[src/rtl/cordic_pkg.sv]
// cordic_pkg: operation codes, fixed-point constants, FSM states and atan table for the CORDIC core
package cordic_pkg;
  localparam logic [1:0] OP_SINCOS = 2'd0;
  localparam logic [1:0] OP_ROTATE = 2'd1;
  localparam logic [1:0] OP_VECTOR = 2'd2;
  localparam logic [15:0] K_Q88 = 16'h009B;
  localparam logic [15:0] HALF_PI_Q313 = 16'h3244;
  typedef enum logic [1:0] {S_IDLE, S_ROT, S_DONE} state_t;
  // round(atan(2^-i) * 8192)
  localparam logic [15:0] ATAN_Q313 [16] = '{
    16'h1922, 16'h0ED6, 16'h07D7, 16'h03FB, 16'h01FF, 16'h0100, 16'h0080, 16'h0040,
    16'h0020, 16'h0010, 16'h0008, 16'h0004, 16'h0002, 16'h0001, 16'h0000, 16'h0000
  };
endpackage

[src/rtl/cordic_iter_core_if.sv]
// cordic_iter_core_if: request and result bundle between the CORDIC core and its user
interface cordic_iter_core_if #(parameter int W = 16);
  logic         start;
  logic [1:0]   op;
  logic [W-1:0] x_in;
  logic [W-1:0] y_in;
  logic [W-1:0] z_in;
  logic         busy;
  logic         done;
  logic [W-1:0] x_sin_cos;
  logic [W-1:0] y_sin_cos;
  logic [W-1:0] angle_sin_cos;
  logic [3:0]   select;
  modport master (
    output start, op, x_in, y_in, z_in,
    input  busy, done, x_sin_cos, y_sin_cos, angle_sin_cos, select
  );
  modport slave (
    input  start, op, x_in, y_in, z_in,
    output busy, done, x_sin_cos, y_sin_cos, angle_sin_cos, select
  );
endinterface

[src/rtl/cordic_atan_rom.sv]
// cordic_atan_rom: combinational atan(2^-i) lookup in Q3.13
module cordic_atan_rom
  import cordic_pkg::*;
(
  input  logic [3:0]  idx,
  output logic [15:0] atan
);
  assign atan = ATAN_Q313[idx];
endmodule

[src/rtl/cordic_iter_core.sv]
// cordic_iter_core: iterative CORDIC, one micro-rotation per clock, rotation or vectoring mode
// Define CORDIC_QUADRANT_EXT_EN to fold inputs by +/-pi/2 at capture for full-range convergence.
module cordic_iter_core
  import cordic_pkg::*;
#(
  parameter int ITER = 14,
  parameter int W    = 16
) (
  input logic clk,
  input logic rst,
  cordic_iter_core_if.slave bus
);
  localparam int DW = W + 2;
  localparam logic [3:0] LAST = 4'(ITER - 1);

  state_t state_q, state_d;
  logic [3:0] i_q, i_d;
  logic [1:0] op_q, op_d;
  logic signed [DW-1:0] x_q, x_d, y_q, y_d, z_q, z_d;
  logic busy_q, busy_d, done_q, done_d;
  logic [W-1:0] xo_q, xo_d, yo_q, yo_d, zo_q, zo_d;
  logic [3:0] sel_q, sel_d;
  logic [15:0] atan_i;
  logic signed [DW-1:0] xa, ya, za, xc, yc, zc, x_n, y_n, z_n, at;
  logic cap_vec, cap_k, vec, dpos;

  function automatic logic [W-1:0] sat(input logic signed [DW-1:0] v);
    return (v[DW-1:W-1] == {(DW-W+1){v[DW-1]}}) ? v[W-1:0] : {v[DW-1], {(W-1){~v[DW-1]}}};
  endfunction

  cordic_atan_rom u_rom (.idx(i_q), .atan(atan_i));

  assign cap_vec = bus.op == OP_VECTOR;
  assign cap_k   = !cap_vec && bus.op != OP_ROTATE;
  assign xa = cap_k ? DW'($signed(K_Q88)) : DW'($signed(bus.x_in));
  assign ya = cap_k ? '0 : DW'($signed(bus.y_in));
  assign za = DW'($signed(bus.z_in));

`ifdef CORDIC_QUADRANT_EXT_EN
  logic signed [DW-1:0] hp;
  logic rot_pos, rot_neg;
  assign hp = DW'($signed(HALF_PI_Q313));
  // vectoring picks the fold direction from the sign of y so the folded x is non-negative
  assign rot_pos = cap_vec ? (xa < 0 && ya < 0)  : (za > hp);
  assign rot_neg = cap_vec ? (xa < 0 && ya >= 0) : (za < -hp);
  assign xc = rot_pos ? -ya : rot_neg ? ya : xa;
  assign yc = rot_pos ? xa : rot_neg ? -xa : ya;
  assign zc = rot_pos ? za - hp : rot_neg ? za + hp : za;
`else
  assign xc = xa;
  assign yc = ya;
  assign zc = za;
`endif

  assign vec  = op_q == OP_VECTOR;
  assign dpos = vec ? y_q[DW-1] : !z_q[DW-1];
  assign at   = DW'(atan_i);
  assign x_n  = dpos ? x_q - (y_q >>> i_q) : x_q + (y_q >>> i_q);
  assign y_n  = dpos ? y_q + (x_q >>> i_q) : y_q - (x_q >>> i_q);
  assign z_n  = dpos ? z_q - at : z_q + at;

  always_comb begin
    state_d = state_q; i_d = i_q; op_d = op_q;
    x_d = x_q; y_d = y_q; z_d = z_q;
    busy_d = busy_q; done_d = 1'b0;
    xo_d = xo_q; yo_d = yo_q; zo_d = zo_q; sel_d = sel_q;
    if (state_q == S_IDLE && bus.start) begin
      state_d = S_ROT; busy_d = 1'b1; i_d = '0; op_d = bus.op;
      x_d = xc; y_d = yc; z_d = zc;
    end else if (state_q == S_ROT) begin
      x_d = x_n; y_d = y_n; z_d = z_n; i_d = i_q + 4'd1;
      if (i_q == LAST) begin
        state_d = S_DONE; done_d = 1'b1; i_d = '0;
        xo_d = sat(x_n); yo_d = sat(y_n); zo_d = sat(z_n);
        sel_d = vec ? 4'b1100 : (op_q == OP_ROTATE) ? 4'b0010 : 4'b0001;
      end
    end else if (state_q == S_DONE) begin
      state_d = S_IDLE; busy_d = 1'b0;
    end
  end

  always_ff @(posedge clk or posedge rst) begin
    if (rst) begin
      state_q <= S_IDLE; i_q <= '0; op_q <= '0;
      x_q <= '0; y_q <= '0; z_q <= '0;
      busy_q <= 1'b0; done_q <= 1'b0;
      xo_q <= '0; yo_q <= '0; zo_q <= '0; sel_q <= '0;
    end else begin
      state_q <= state_d; i_q <= i_d; op_q <= op_d;
      x_q <= x_d; y_q <= y_d; z_q <= z_d;
      busy_q <= busy_d; done_q <= done_d;
      xo_q <= xo_d; yo_q <= yo_d; zo_q <= zo_d; sel_q <= sel_d;
    end
  end

  assign bus.busy          = busy_q;
  assign bus.done          = done_q;
  assign bus.x_sin_cos     = xo_q;
  assign bus.y_sin_cos     = yo_q;
  assign bus.angle_sin_cos = zo_q;
  assign bus.select        = sel_q;
endmodule

[src/flat_wrapper.sv]
// flat-port wrapper written by rule: the top's interface ports become plain ports
module cordic_iter_core_flat import cordic_pkg::*;
#(
  parameter int ITER = 14,
  parameter int W    = 16
)
  (clk, rst, bus_start, bus_op, bus_x_in, bus_y_in, bus_z_in, bus_busy, bus_done, bus_x_sin_cos, bus_y_sin_cos, bus_angle_sin_cos, bus_select);
  cordic_iter_core_if #(.W(W)) bus_i ();
  input logic clk;
  input logic rst;
  input wire logic [$bits(bus_i.start)-1:0] bus_start;
  input wire logic [$bits(bus_i.op)-1:0] bus_op;
  input wire logic [$bits(bus_i.x_in)-1:0] bus_x_in;
  input wire logic [$bits(bus_i.y_in)-1:0] bus_y_in;
  input wire logic [$bits(bus_i.z_in)-1:0] bus_z_in;
  output wire logic [$bits(bus_i.busy)-1:0] bus_busy;
  output wire logic [$bits(bus_i.done)-1:0] bus_done;
  output wire logic [$bits(bus_i.x_sin_cos)-1:0] bus_x_sin_cos;
  output wire logic [$bits(bus_i.y_sin_cos)-1:0] bus_y_sin_cos;
  output wire logic [$bits(bus_i.angle_sin_cos)-1:0] bus_angle_sin_cos;
  output wire logic [$bits(bus_i.select)-1:0] bus_select;
  assign bus_i.start = bus_start;
  assign bus_i.op = bus_op;
  assign bus_i.x_in = bus_x_in;
  assign bus_i.y_in = bus_y_in;
  assign bus_i.z_in = bus_z_in;
  assign bus_busy = bus_i.busy;
  assign bus_done = bus_i.done;
  assign bus_x_sin_cos = bus_i.x_sin_cos;
  assign bus_y_sin_cos = bus_i.y_sin_cos;
  assign bus_angle_sin_cos = bus_i.angle_sin_cos;
  assign bus_select = bus_i.select;
  cordic_iter_core #(.ITER(ITER), .W(W)) u_core (.clk(clk), .rst(rst), .bus(bus_i));
endmodule
[config.mk]
export PLATFORM = sky130hd
export DESIGN_NAME = cordic_iter_core_flat
export DESIGN_NICKNAME = d
export VERILOG_FILES = /design/src/rtl/cordic_pkg.sv /design/src/rtl/cordic_iter_core_if.sv /design/src/rtl/cordic_atan_rom.sv /design/src/rtl/cordic_iter_core.sv /design/src/flat_wrapper.sv
export SDC_FILE = /design/constraint.sdc
export NUM_CORES = 1
export LEC_CHECK = 0
export ABC_CLOCK_PERIOD_IN_PS = 14300
export CAP_MARGIN = 20
export CORE_ASPECT_RATIO = 0.9
export CORE_MARGIN = 2
export CORE_UTILIZATION = 55
export DETAILED_ROUTE_END_ITERATION = 12
export HOLD_SLACK_MARGIN = 0.03
export PLACE_DENSITY_LB_ADDON = 0.15
export SLEW_MARGIN = 20
export SYNTH_ARGS = -nofsm -noshare
export SYNTH_HDL_FRONTEND = slang
export SYNTH_SLANG_ARGS = --single-unit
[constraint.sdc]
create_clock -name clk -period 14.3 [get_ports clk]
set_clock_uncertainty 0.15 [all_clocks]
set_input_delay 4.29 -clock clk [delete_from_list [all_inputs] [get_ports clk]]
set_output_delay 4.29 -clock clk [all_outputs]
set_load 0.03 [all_outputs]
==> metrics.txt, run 1 <==
CP Class=primary input to register; layout cells sized above 1=under 10%; fmax=148 MHz; post-CTS setup buffers=0; Max Slew Vio Count=0; Final ANT Viol Nets=0; Endpoint, Worst Hold=u_core.bus.angle_sin_cos[15]; drt total wl=~32000 µm; Syn Std Cell Area=10900 µm²; reg2reg start=u_core.i_q[1]; top sig layer=met4; Startpoint Class=primary input; Synth warnings=0; CP arrival=6.93 ns; Initial Util=a little under three fifths; Post-CTS Resized=0; number of synthesized flops with an enable pin=0; CTS max path bufs=2; reg2reg path depth=19; diodes inserted=0; DR DRC count=0; prevailing post-synth register cell=dfrtp_1; final setup fails=0; die height=roughly 140 µm; Max-Cap Viols=0; GPL Wtd Cong=about 0.95; outcome=completed; RSZ-0062 raised after global routing=no; Rel. slew slack=37.4%; DP HPWL=around 22000 µm; Num CTS Buffers=17; hold_buf cts=0; gr usage total=30.2%; Seq/Total Area, Yosys=between 20% and 30%; DP Worst Slack=just over 7 ns; Min-Delay Startpoint=u_core.bus.angle_sin_cos[15]; die width=roughly 150 µm; TritonCTS clock tree=built; reg-to-reg setup timing slack=roughly 7.7 ns; ys async rst share=100%; # fillers=1676; CP endpoint kind=register; multi-input logic area=7470 µm²; Avg Inst Size Synth=around 8.3 µm²; num rows=between 40 and 50; Period minus WS final=6.76 ns; critical path required time=roughly 14 ns; largest net degree at the start of global routing=73; setup total negative slack=0 ns; final worst slack=between 7 and 8 ns; 1st-pass router iterations=6; Vias/cell=approximately 6.4; Layout area overhead=15.8%; number of synthesized register bits=approximately 120; FF/Latch Area=2880 µm²; clock latency on the worst-skew pair=~0.44 ns; Mapped Cells=about 1300; nets@finish=about 1500; endpoints failing hold=0; synth unique cells=a little under 80; first-pass GRT wire length=approximately 50000 µm; hold slack=0.331 ns; Post-Syn Nets=~1400; number of global-route vias before repair=between 9000 and 10000; R2R Path End=u_core.bus.y_sin_cos[12]; initial antenna violation count=0; CTS H-Tree Depth=4; 1st-iter DRT viols=roughly 960; grt ovf=0; CP max FO=64; wire length on met3=about 2200 µm; Least-Margin Pin Slew=0.939 ns; CTS Sinks=115; Core Area=19300 µm²; number of port buffers=around 110; worst hold stages=2; via count=10400; routed len/inst=19.5 µm; met2 wire length=between 10000 and 15000 µm; fin crit share=about 47%; HP Class=register to register; Met1 Wirelength=14300 µm; CTS Root Cell=clkbuf_16; full die area=about 21000 µm²; Ports=~110; Worst-path clk slew=about 0.060 ns
cell type report:
type,count,area share (%)
Clock buffer,18,3.40
Multi-Input combinational cell,1064,59.3
Timing Repair Buffer,124,9.48
Clock inverter,14,1.14
Inverter,46,1.39
Tap cell,250,2.48
Sequential cell,115,22.8
worst max-delay path by stage:
stage,from,to,slack [ns]
final,bus_start,u_core.x_q[17],7.54
after floorplan,rst,u_core.bus.angle_sin_cos[0],6.82
after global routing,u_core.i_q[1],u_core.bus.y_sin_cos[6],7.30
after global placement,bus_start,u_core.x_q[17],7.23
after detailed placement,bus_start,u_core.x_q[17],7.19
after CTS,bus_start,u_core.x_q[17],7.59
cells by family (layout without fill, tap and decap cells):
logic type	after synthesis	count (layout)	synth area share, %
AO/OA/AOI/OAI	425	425	25.0
AND/OR/NAND/NOR	399	399	16.8
buffers and inverters	126	202	5.07
XOR/XNOR	82	82	6.60
multiplexers	89	89	12.0
flip-flops	115	115	26.4
adder cells (fa/ha/maj)	69	69	8.14
registers in the layout (all words and copies together) (netlist names), 3 cells and up:
register,cells
u_core.x_q,18
u_core.y_q,18
u_core.z_q,18
u_core.bus.angle_sin_cos,16
u_core.bus.x_sin_cos,16
u_core.bus.y_sin_cos,16
u_core.i_q,4
u_core.bus.select,3
placed cells by master, fill, tap and decap left out, types with 8 or more instances in the layout:
| master | n |
|---|---|
| mux4_2 | 32 |
| a21oi_1 | 112 |
| inv_1 | 41 |
| o22ai_1 | 23 |
| xnor2_1 | 55 |
| nor2b_1 | 10 |
| a31oi_1 | 11 |
| a211oi_1 | 22 |
| xor2_1 | 27 |
| nand2_1 | 118 |
| a311oi_1 | 8 |
| and3_1 | 13 |
| nand3_1 | 14 |
| dfrtp_1 | 112 |
| mux2i_1 | 46 |
| nor2_1 | 150 |
| nor3_1 | 22 |
| o21a_1 | 13 |
| ha_1 | 65 |
| clkbuf_16 | 17 |
| nand2b_1 | 13 |
| or2_2 | 15 |
| clkdlybuf4s50_1 | 106 |
| a21o_1 | 20 |
| mux2_2 | 10 |
| o21ai_0 | 114 |
| o31ai_1 | 24 |
| buf_4 | 18 |
| and2_1 | 8 |
stage by stage:
step	util, %	cells	cell area [µm²]
finish	65.4	1631	12600
global route	65.4	1631	12600
CTS	65.4	1631	12600
detailed placement	62.4	1599	12000
global placement	62.4	1599	12000
floorplan	-	1305	10900
per-layer routing:
metal | GRT usage (%) | vias to the layer above
met1 | 42.0 | 4988
met2 | 48.9 | 409
li1 | - | 4921
met4 | 9.76 | 0
met5 | 0 | -
met3 | 4.34 | 54
Yosys cell counts, drive strengths merged (14+ instances only):
master | count | area share, %
a21oi | 115 | 5.5
a21o | 20 | 1.4
a211oi | 22 | 1.5
mux4 | 32 | 6.6
clkbuf | 45 | 1.6
nand2 | 118 | 4.1
o21ai | 114 | 5.2
or2 | 16 | 0.92
nand3 | 14 | 0.64
xnor2 | 55 | 4.4
o22ai | 23 | 1.3
inv | 45 | 1.6
xor2 | 27 | 2.2
o31ai | 25 | 1.9
nor2 | 150 | 5.2
mux2i | 47 | 4.3
nor3 | 22 | 1.0
ha | 66 | 7.6
dfrtp | 115 | 26
buf | 35 | 1.9
critical path, stage by stage:
cell and delay (ns):
clkdlybuf4s50_1 0.48, and2_2 0.14, buf_4 0.53, and2_1 0.70, buf_4 0.34, nand2_1 0.12, a311oi_1 0.29
Power of run 1 is not shown: default switching activity piles up to over one toggle a cycle in this logic, so the estimate is an artifact.
==> run 2, diff against run 1 <==
--- a/config.mk
+++ b/config.mk
@@ -5,7 +5,7 @@
 export SDC_FILE = /design/constraint.sdc
 export NUM_CORES = 1
 export LEC_CHECK = 0
-export ABC_CLOCK_PERIOD_IN_PS = 14300
+export ABC_CLOCK_PERIOD_IN_PS = 6600
 export CAP_MARGIN = 20
 export CORE_ASPECT_RATIO = 0.9
 export CORE_MARGIN = 2
==> constraint.sdc (replaced) <==
create_clock -name clk -period 6.6 [get_ports clk]
set_clock_uncertainty 0.15 [all_clocks]
set_input_delay 1.98 -clock clk [delete_from_list [all_inputs] [get_ports clk]]
set_output_delay 1.98 -clock clk [all_outputs]
set_load 0.03 [all_outputs]
==> metrics.txt, run 2 (same netlist as run 1, synthesis figures left out) <==
CTS max path bufs=2; clock latency on the worst-skew pair=0.44 ns; Rel. slew slack=about a third; final setup fails=0; RSZ-0062 raised after global routing=no; nets@finish=1505; Largest regs=u_core.x_q: 18 flops, u_core.y_q: 18 flops, u_core.z_q: 18 flops; Core Area=19300 µm²; number of global-route vias before repair=around 9800; worst path cell trace=mux2_2, o21ai_0, o21ai_0, a211oi_1, nand2_1, or3_1, o21ai_0, xor2_1, ha_1, a21oi_1, o21ai_0, a2111oi_0, o41ai_2, a211oi_1, xnor2_1, a31o_2, o31ai_1, a21oi_1; CP arrival=6.28 ns; outcome=completed; Core Util, Final=66.5%; most frequent cells in the layout=nor2_1 (150), nand2_1 (118), o21ai_0 (114); gr usage total=between 30% and 40%; routed len/inst=20.2 µm; Startpoint Class=register; die width=between 150 and 200 µm; 1st-iter DRT viols=1130; Worst-path clk slew=roughly 0.060 ns; CTS H-Tree Depth=4; first-pass GRT wire length=~53000 µm; Final ANT Viol Nets=0; endpoints failing hold=0; TritonCTS clock tree=built; die height=~140 µm; fin crit share=around 93%; number of port buffers=around 110; grt ovf=0; CP max FO=27; Max-Cap Viols=0; DP HPWL=roughly 24000 µm; Period minus WS final=slightly above 6 ns; initial antenna violation count=0; DR DRC count=0; slowest stage delay, CP=roughly 0.7 ns; Num CTS Buffers=17; post-CTS setup buffers=0; hold slack=between 0.3 and 0.4 ns; FF/Latch Area=just under 3000 µm²; CTS Sinks=around 120; Vias/cell=~6.4; layout cells sized above 1=a little over a tenth; largest net degree at the start of global routing=56; Max Slew Vio Count=0; setup total negative slack=0 ns; CP top delay family=compound AO/OA/AOI/OAI gates; Initial Util=56.5%; Ports=107; GPL Wtd Cong=approximately 0.96; HP Class=register to register; diodes inserted=0; fmax=about 160 MHz; CP endpoint kind=register; drt total wl=roughly 33000 µm; CTS Root Cell=clkbuf_16; via count=about 10000; critical path required time=between 6 and 7 ns; CP dominant cell by count=o21ai_0; Least-Margin Pin Slew=roughly 0.99 ns; reg-to-reg setup timing slack=~0.48 ns; 1st-pass router iterations=7; Layout area overhead=17.7%; Worst Path Buf+Inv=0; most common cell after layout, fill and taps aside=nor2_1; CP Class=register to register; num rows=48; full die area=between 20000 and 25000 µm²; Critical-path top delay cell=dfrtp_4; multi-input logic area=7480 µm²; hold_buf cts=0; # fillers=about 1600; Post-CTS Resized=0
-- run 2: cell types whose count changed in the layout (fill, tap and decap cells not counted) --
cell        delta
buf_4         +14
inv_6          -4
bufinv_16      +3
clkinv_2       +2
clkinv_4       +2
clkinvlp_4     -2
buf_12         +1
clkbuf_1       -1
clkbuf_8       +1
dfrtp_2        -1
dfrtp_4        +1
inv_8          -1
o41ai_1        -1
o41ai_2        +1
-- run 2: worst paths after layout --
check | start | end | cells past startpoint
setup / recovery | u_core.i_q[0] | u_core.bus.x_sin_cos[11] | 18
hold / removal | u_core.bus.select[1] | u_core.bus.select[1] | 2
setup reg to reg | u_core.i_q[0] | u_core.bus.x_sin_cos[11] | 18
hold reg to reg | u_core.bus.select[1] | u_core.bus.select[1] | 2
max in group asynchronous | rst | u_core.i_q[0] | 3
min in group asynchronous | rst | u_core.bus.y_sin_cos[0] | 2
-- run 2: metrics by stage --
stage	cell area, µm²	setup slack [ns]	instances
floorplan	10900	0.754	1305
global placement	12200	0.688	1614
detailed placement	12200	0.476	1614
CTS	12800	0.465	1646
global route	12800	0.0144	1646
finish	12800	0.479	1646
-- run 2: final cells by class --
type | count | area share, %
Multi-Input combinational cell | 1064 | 58.4
Sequential cell | 115 | 22.5
Timing Repair Buffer | 139 | 10.3
Clock buffer | 18 | 3.43
Tap cell | 250 | 2.44
Clock inverter | 14 | 1.56
Inverter | 46 | 1.37
-- run 2: worst register-to-register path: cells and delay by family (launching register included) --
kind                     cells  cell delay, ns
AO/OA/AOI/OAI               12            3.63
XOR/XNOR                     2            0.31
adder cells (fa/ha/maj)      1            0.31
flip-flops                   1            0.69
multiplexers                 1            0.41
AND/OR/NAND/NOR              2            0.50
-- run 2: per-layer routing --
layer | global-route usage [%] | up-vias | part of all wire, %
li1 | - | 4946 | -
met1 | 44.7 | 5026 | 45
met2 | 50.0 | 460 | 45
met3 | 5.91 | 65 | 8.0
met4 | 11.9 | 0 | 2.7
met5 | 0 | - | 0
Power of run 2 is left out for the same reason.
==> run 3, diff against run 2 <==
--- a/config.mk
+++ b/config.mk
@@ -7,9 +7,10 @@
 export LEC_CHECK = 0
 export ABC_CLOCK_PERIOD_IN_PS = 6600
 export CAP_MARGIN = 20
-export CORE_ASPECT_RATIO = 0.9
+export CORE_ASPECT_RATIO = 0.5
 export CORE_MARGIN = 2
 export CORE_UTILIZATION = 55
+export CTS_CLUSTER_SIZE = 10
 export DETAILED_ROUTE_END_ITERATION = 12
 export HOLD_SLACK_MARGIN = 0.03
 export PLACE_DENSITY_LB_ADDON = 0.15
==> constraint.sdc (replaced) <==
create_clock -name clk -period 6.6 [get_ports clk]
set_clock_uncertainty 0.15 [all_clocks]
set_input_delay 1.98 -clock clk [delete_from_list [all_inputs] [get_ports clk]]
set_output_delay 1.98 -clock clk [all_outputs]
set_load 0.02 [all_outputs]
==> metrics.txt, run 3 (same netlist as run 1, synthesis figures left out) <==
outcome=completed; Ports=roughly 110; Worst-path clk slew=approximately 0.060 ns; CTS Root Cell=clkbuf_16; Min-Delay Startpoint=u_core.bus.x_sin_cos[15]; fin crit share=between 90 and 100%; CP max FO=26; number of port buffers=106; endpoints failing hold=0; GPL Wtd Cong=~0.95; RSZ-0062 raised after global routing=no; num rows=36; layout cells sized above 1=10.2%; DR DRC count=0; DP HPWL=~26000 µm; via count=around 11000; Startpoint Class=register; diodes inserted=0; largest net degree at the start of global routing=49; 1st-pass router iterations=5; setup total negative slack=0 ns; nets@finish=about 1500; fmax=about 160 MHz; Final ANT Viol Nets=0; # fillers=between 1500 and 2000; multi-input logic area=~7500 µm²; hold slack=~0.33 ns; Least-Margin Pin Slew=between 1 and 1.5 ns; Crit. Startpoint=u_core.i_q[0]; Rel. slew slack=28.7%; number of global-route vias before repair=9944; Layout area overhead=17.5%; TritonCTS clock tree=built; final setup fails=0; first-pass GRT wire length=approximately 55000 µm; most frequent cells in the layout=nor2_1 (150), nand2_1 (118), o21ai_0 (114); Core Area=roughly 19000 µm²; CP endpoint kind=register; hold_buf cts=0; grt ovf=0; 1st-iter DRT viols=between 800 and 900; full die area=21000 µm²; Max Slew Vio Count=0; Initial Util=a little under three fifths; gr usage total=between 30% and 40%; initial antenna violation count=0; clock latency on the worst-skew pair=approximately 0.44 ns; reg2reg start=u_core.i_q[0]; Period minus WS final=6.13 ns; die height=103 µm; CP Class=register to register; most common cell after layout, fill and taps aside=nor2_1; Core Util, Final=approximately 66%; CTS max path bufs=2; Largest regs=u_core.x_q: 18 flops, u_core.y_q: 18 flops, u_core.z_q: 18 flops; drt total wl=between 30000 and 40000 µm; CTS Sinks=115; Vias/cell=6.38; Num CTS Buffers=17; CP arrival=~6.3 ns; FF/Latch Area=2880 µm²; routed len/inst=21.1 µm; Max-Cap Viols=0; critical path required time=roughly 6.8 ns; CTS H-Tree Depth=4; HP Class=register to register; die width=around 200 µm
-- run 3: cell count changes in the layout (fill, tap and decap cells not counted), sizes merged --
cell	change
clkinv	-5
buf	-4
clkbuf	+3
clkinvlp	+3
inv	-1
-- run 3: critical path, stage by stage (launching register included) --
cell	delay, ns
dfrtp_2	0.76
buf_4	0.41
ha_1	0.41
nand3_1	0.17
o21ai_0	0.32
inv_1	0.12
ha_1	0.31
nor2_1	0.04
a21o_1	0.23
ha_1	0.28
nor2b_1	0.12
o21ai_0	0.23
a21boi_0	0.13
o21ai_0	0.46
a211oi_1	0.22
or2_2	0.36
o311ai_0	0.46
buf_4	0.21
o22ai_1	0.08
buf_4	0.23
a311oi_1	0.29
-- run 3: metrics by stage --
step	area, µm²	setup WS, ns	instances
2_1_floorplan	10900	0.754	1305
3_3_place_gp	12100	0.743	1626
3_5_place_dp	12100	0.544	1626
4_1_cts	12800	0.526	1658
5_1_grt	12800	0.0286	1658
6_report	12800	0.468	1658
-- run 3: path summary, 6_finish.rpt --
| check | cells past startpoint | endpoint | slack (ns) |
|---|---|---|---|
| max | 20 | u_core.bus.angle_sin_cos[3] | 0.47 |
| min reg2reg | 2 | u_core.bus.x_sin_cos[15] | 0.33 |
| min in group asynchronous | 2 | u_core.bus.done | 1.76 |
| min | 2 | u_core.bus.x_sin_cos[15] | 0.33 |
| max reg2reg | 20 | u_core.bus.angle_sin_cos[3] | 0.47 |
| max in group asynchronous | 3 | u_core.bus.angle_sin_cos[7] | 3.55 |
-- run 3: area by class of cell --
cell class | instances | area share, %
multi-input combinational | 1064 | 58.5
sequential | 115 | 22.5
timing repair buffer | 135 | 10.0
clock buffer | 21 | 3.68
tap | 266 | 2.60
inverter | 46 | 1.37
clock inverter | 11 | 1.36
-- run 3: timing repair --
action | in CTS | in global routing
endpoints found under the setup margin | 0 | 14
resized for setup | 0 | 1
buffers inserted | 0 | 0
-- run 3: layer usage --
layer  track usage [%]  vias to the layer above  share of wire, %
li1                  -                     4917                 -
met1              48.0                     5122                46
met2              52.8                      482                43
met3              7.55                       61               9.3
met4              10.2                        0               1.9
met5                 0                        -                 0
Power of run 3 is left out for the same reason.
